File: src/rtl/tiny_riscv_mem_arbiter.sv
// Two-port read arbiter for tiny_riscv_memory: one access in flight, round-robin or fixed priority.
// Latency handshake->rsp_valid = READ_LATENCY+2; ready held low whenever an access is in flight.
module tiny_riscv_mem_arbiter #(
  parameter int ADDR_W       = 32,
  parameter int DATA_W       = 32,
  parameter int READ_LATENCY = 1,
  parameter int FIXED_PRIO   = 0
) (
  input  logic              i_Clk,
  input  logic              i_Rst,
  input  logic              i_req0_valid,
  input  logic [ADDR_W-1:0] i_req0_addr,
  output logic              o_req0_ready,
  output logic              o_rsp0_valid,
  output logic [DATA_W-1:0] o_rsp0_data,
  input  logic              i_req1_valid,
  input  logic [ADDR_W-1:0] i_req1_addr,
  output logic              o_req1_ready,
  output logic              o_rsp1_valid,
  output logic [DATA_W-1:0] o_rsp1_data,
  output logic [ADDR_W-1:0] o_mem_addr,
  output logic              o_mem_read_strobe,
  input  logic [DATA_W-1:0] i_mem_data,
  output logic              o_busy,
  output logic              o_grant
);

  localparam int CNT_W = 4;
  localparam logic [CNT_W-1:0] LAT_LOAD = CNT_W'(READ_LATENCY - 1);

  typedef enum logic [1:0] {
    ST_IDLE  = 2'd0,
    ST_ISSUE = 2'd1,
    ST_WAIT  = 2'd2,
    ST_RESP  = 2'd3
  } state_t;

  state_t           state;
  state_t           state_nxt;
  logic             rr_ptr;
  logic [CNT_W-1:0] lat_cnt;
  logic             win0;
  logic             win1;
  logic             grant_en;

  always_ff @(posedge i_Clk or posedge i_Rst) begin
    if (i_Rst) begin
      state <= ST_IDLE;
    end else begin
      state <= state_nxt;
    end
  end

  always_comb begin
    win0              = 1'b0;
    win1              = 1'b0;
    grant_en          = 1'b0;
    o_req0_ready      = 1'b0;
    o_req1_ready      = 1'b0;
    o_mem_read_strobe = 1'b0;
    o_rsp0_valid      = 1'b0;
    o_rsp1_valid      = 1'b0;
    o_busy            = 1'b0;
    state_nxt         = state;

    // On a tie the round-robin pointer names the winner; fixed mode favours port 0.
    if (FIXED_PRIO != 0) begin
      win0 = i_req0_valid;
      win1 = i_req1_valid & ~i_req0_valid;
    end else begin
      win0 = i_req0_valid & (~i_req1_valid | ~rr_ptr);
      win1 = i_req1_valid & (~i_req0_valid | rr_ptr);
    end

    grant_en     = (state == ST_IDLE) & ~i_Rst;
    o_req0_ready = grant_en & win0;
    o_req1_ready = grant_en & win1;

    case (state)
      ST_IDLE: begin
        if (o_req0_ready || o_req1_ready) begin
          state_nxt = ST_ISSUE;
        end
      end
      ST_ISSUE: begin
        o_mem_read_strobe = 1'b1;
        o_busy            = 1'b1;
        state_nxt         = ST_WAIT;
      end
      ST_WAIT: begin
        o_busy = 1'b1;
        if (lat_cnt == '0) begin
          state_nxt = ST_RESP;
        end
      end
      ST_RESP: begin
        o_busy       = 1'b1;
        o_rsp0_valid = ~o_grant;
        o_rsp1_valid = o_grant;
        state_nxt    = ST_IDLE;
      end
      default: begin
        state_nxt = ST_IDLE;
      end
    endcase
  end

  always_ff @(posedge i_Clk or posedge i_Rst) begin
    if (i_Rst) begin
      o_mem_addr  <= '0;
      o_grant     <= 1'b0;
      rr_ptr      <= 1'b0;
      lat_cnt     <= '0;
      o_rsp0_data <= '0;
      o_rsp1_data <= '0;
    end else begin
      case (state)
        ST_IDLE: begin
          if (o_req0_ready) begin
            o_mem_addr <= i_req0_addr;
            o_grant    <= 1'b0;
            rr_ptr     <= 1'b1;
          end else if (o_req1_ready) begin
            o_mem_addr <= i_req1_addr;
            o_grant    <= 1'b1;
            rr_ptr     <= 1'b0;
          end
        end
        ST_ISSUE: begin
          lat_cnt <= LAT_LOAD;
        end
        ST_WAIT: begin
          // Memory data is registered here so nothing downstream sees it combinationally.
          if (lat_cnt == '0) begin
            if (o_grant) begin
              o_rsp1_data <= i_mem_data;
            end else begin
              o_rsp0_data <= i_mem_data;
            end
          end else begin
            lat_cnt <= lat_cnt - CNT_W'(1);
          end
        end
        default: begin
        end
      endcase
    end
  end

endmodule
File: config.mk
export PLATFORM = sky130hd
export DESIGN_NAME = tiny_riscv_mem_arbiter
export DESIGN_NICKNAME = d
export VERILOG_FILES = /design/src/rtl/tiny_riscv_mem_arbiter.sv
export SDC_FILE = /design/constraint.sdc
export NUM_CORES = 1
export LEC_CHECK = 0
export ABC_AREA = 1
export CORE_MARGIN = 2
export CORE_UTILIZATION = 37
export CTS_CLUSTER_DIAMETER = 30
export CTS_CLUSTER_SIZE = 25
export DETAILED_ROUTE_END_ITERATION = 12
export PLACE_DENSITY_LB_ADDON = 0.25
export SLEW_MARGIN = 20
export SYNTH_ARGS = -nofsm -noshare
export SYNTH_HDL_FRONTEND = slang
export SYNTH_SLANG_ARGS = --single-unit
File: constraint.sdc
create_clock -name i_Clk -period 4 [get_ports i_Clk]
set_input_delay 0.8 -clock i_Clk [delete_from_list [all_inputs] [get_ports i_Clk]]
set_output_delay 0.8 -clock i_Clk [all_outputs]
set_load 0.02 [all_outputs]
==> results.toml <==
[power_and_ir_drop]
p_total_mw = 5.67
leakage_nw = 3.23
powerDensity_nw_per_um2 = 817
ir_worst_vdd_mv = 0.283

[floorplan]
rows = 40
fp.coreArea_um2 = 12100
die_h_um = 115
start_util_pct = 38.0
ios = 203
die_w_um = 115
fp.dieArea_um2 = 13300

[sta]
max_slew_margin_pct = 40.7
clock_skew_ns = 0.00841
finalSetupViolCount = 0
worstMarginPinSlew_ns = 0.890
hold_viol = 0
fmax_mhz = 305
setup_tns_ns = 0
fin_crit_ns = 3.28
fin_crit_sh_pct = 82.1
rsz0062_at_grt = "no"
whs_ns = 0.477
slew_viol_final = 0

[placement]
gp_congestion = 0.762
placed_cells = 799
port_buffers = 202
hpwl_um = 7980

[final_layout]
syn2layout_area_growth_pct = 51.3
fin_cells = 815
nets = 749
n_antenna_cell = 0
post-route-util_pct = 57.6
drive_above_1_share_pct = 13.6

[detailed_routing]
met2_length_um = 4980
wl_met1_um = 4790
met3_length_um = 1090
vias = 3701
drtIter0Drc = 213
firstDrtPassIters = 4
wire_per_inst_um = 13.5
wirelength_um = 11000
top_layer = "met4"
drt.antenna.violating_nets = 0
drt-vias-per-instance = 4.54
drc = 0

[synthesis]
synthCells = 447
ys_seq_area_share_pct = 56.7
synth_top_area_share_pct = 56.7
synth.avg_cell_area_um2 = 10.3
synth_largest_area_cell = "dfrtp_1"
synth.area.top_cells = "dfrtp_1, nand2_1, o21ai_2"
syn-num-nets = 554
syn_area_um2 = 4590
yosys_warnings = 0
ys_ff_latch = 104
synth_cell_type_count = 24

[clock_network]
cts_max_level = 3
cts_buffers = 9
cts_hold_buf = 0
post_cts_buffers = 0
path_clk_slew_ns = 0.06
insertion_delay_ns = 0.33
cts.path.max_buffers = 2
cts_resized = 0
root_buffer = "clkbuf_16"
clock-sinks = 104
cts_tree = "done"

[critical_path]
cp-start-kind = "input pin"
max_stage_delay_ns = 0.61
cp.required_ns = 3.20
crit_family = "buffers and inverters"
critPathKind = "input pin to output pin"
crit_arrival_ns = 2.48
path_buf_inv = 3
cp_max_fo = 28
cpMostUsedCell = "clkdlybuf4s50_1"
critPathSlowestCell = "clkdlybuf4s50_1"
endpoint_kind = "output pin"
path_cells = "clkdlybuf4s50_1, inv_4, nand2_1, nor2_4, clkdlybuf4s50_1"

[status]
outcome = "complete, no violations"

[grt]
grt_antenna_before_repair = 0
grt_max_degree = 80
grt_util_all_layers_pct = 17.2
grt_pass1_vias = 3688
overflow = 0
grt_pass1_wl_um = 17900

[min_path]
hold_path.class = "flip-flop to flip-flop"

[run]
max_cap_violations = 0
==> placed cells by master (no fill, tap or decap), drive strengths merged <==
cell type      count
clkbuf            12
nor3               1
ha                 7
o21ai             70
clkinv             2
clkinvlp           2
a22oi             31
xnor2              1
nor2               5
buf                3
nand3              8
o22ai              2
inv               49
nand2            145
dfrtp            104
nand4              2
bufinv             1
clkdlybuf4s50    202
==> synthesized netlist by cell type, drive strengths merged <==
library cell / count
nand2: 145
dfrtp: 104
o21ai: 70
inv: 49
a22oi: 31
buf: 21
nand3: 8
ha: 7
nor2: 5
nand4: 2
o22ai: 2
clkinv: 1
nor3: 1
xnor2: 1
==> kinds of logic (layout without fill, tap and decap cells) <==
kind of cell,after synthesis,after routing,share of synthesized area [%]
DFF,104,104,56.7
adders and majority gates,7,7,1.91
xor gates and xnor gates,1,1,0.191
and+or+nand+nor,161,161,14.7
AOI/OAI and AO/OA,103,103,17.8
buffers and inverters,71,271,8.67
==> where the power goes <==
part           leakage [nW]  switching (mW)  internal [mW]
registers              1.27           0.292           1.57
logic                  1.82            1.58           1.36
clock network         0.139           0.368          0.504
total                  3.23            2.24           3.43
==> registers in the layout (all words and copies together) (netlist names) <==
signal       count
o_rsp0_data     32
lat_cnt          4
o_mem_addr      32
rr_ptr           1
state            2
o_grant          1
o_rsp1_data     32
==> metal layers <==
metal | vias up | global-route usage [%]
met5 | - | 0
met3 | 9 | 5.85
li1 | 1832 | -
met1 | 1708 | 23.0
met4 | 0 | 5.78
met2 | 152 | 26.1
==> area by class of cell <==
cell class                      instances  area (um^2)
Clock buffer                           12          246
Clock inverter                          4         53.8
Fill cell                            1066         5120
Inverter                               50          191
Multi-Input combinational cell        272         1590
Sequential cell                       104         2600
Tap cell                              168          210
Timing Repair Buffer                  205         2050
==> path summary, 6_finish.rpt <==
kind | endpoint | start | slack, ns | depth (start not counted)
min reg2reg | o_mem_addr[23] | o_mem_addr[23] | 0.48 | 2
max in group asynchronous | o_rsp1_data[6] | i_Rst | 2.17 | 3
min | o_mem_addr[23] | o_mem_addr[23] | 0.48 | 2
max | o_req0_ready | i_Rst | 0.72 | 5
max reg2reg | o_rsp1_data[5] | lat_cnt[0] | 1.85 | 7
min in group asynchronous | state[0] | i_Rst | 0.83 | 2
==> through the flow <==
step | cell area [um^2] | setup slack [ns]
2_1_floorplan | 4590 | 0.517
3_3_place_gp | 6640 | 0.703
3_5_place_dp | 6640 | 0.701
4_1_cts | 6940 | 0.687
5_1_grt | 6940 | 0.588
6_report | 6940 | 0.716
==> worst reg2reg max path: stages (launching register included) <==
cell,delay [ns]
dfrtp_1,0.39
inv_1,0.13
ha_1,0.22
nand2_4,0.08
nor2_4,0.13
nand3_4,0.66
nand2_1,0.32
o21ai_2,0.08
Power figures use the tool's default switching activity.
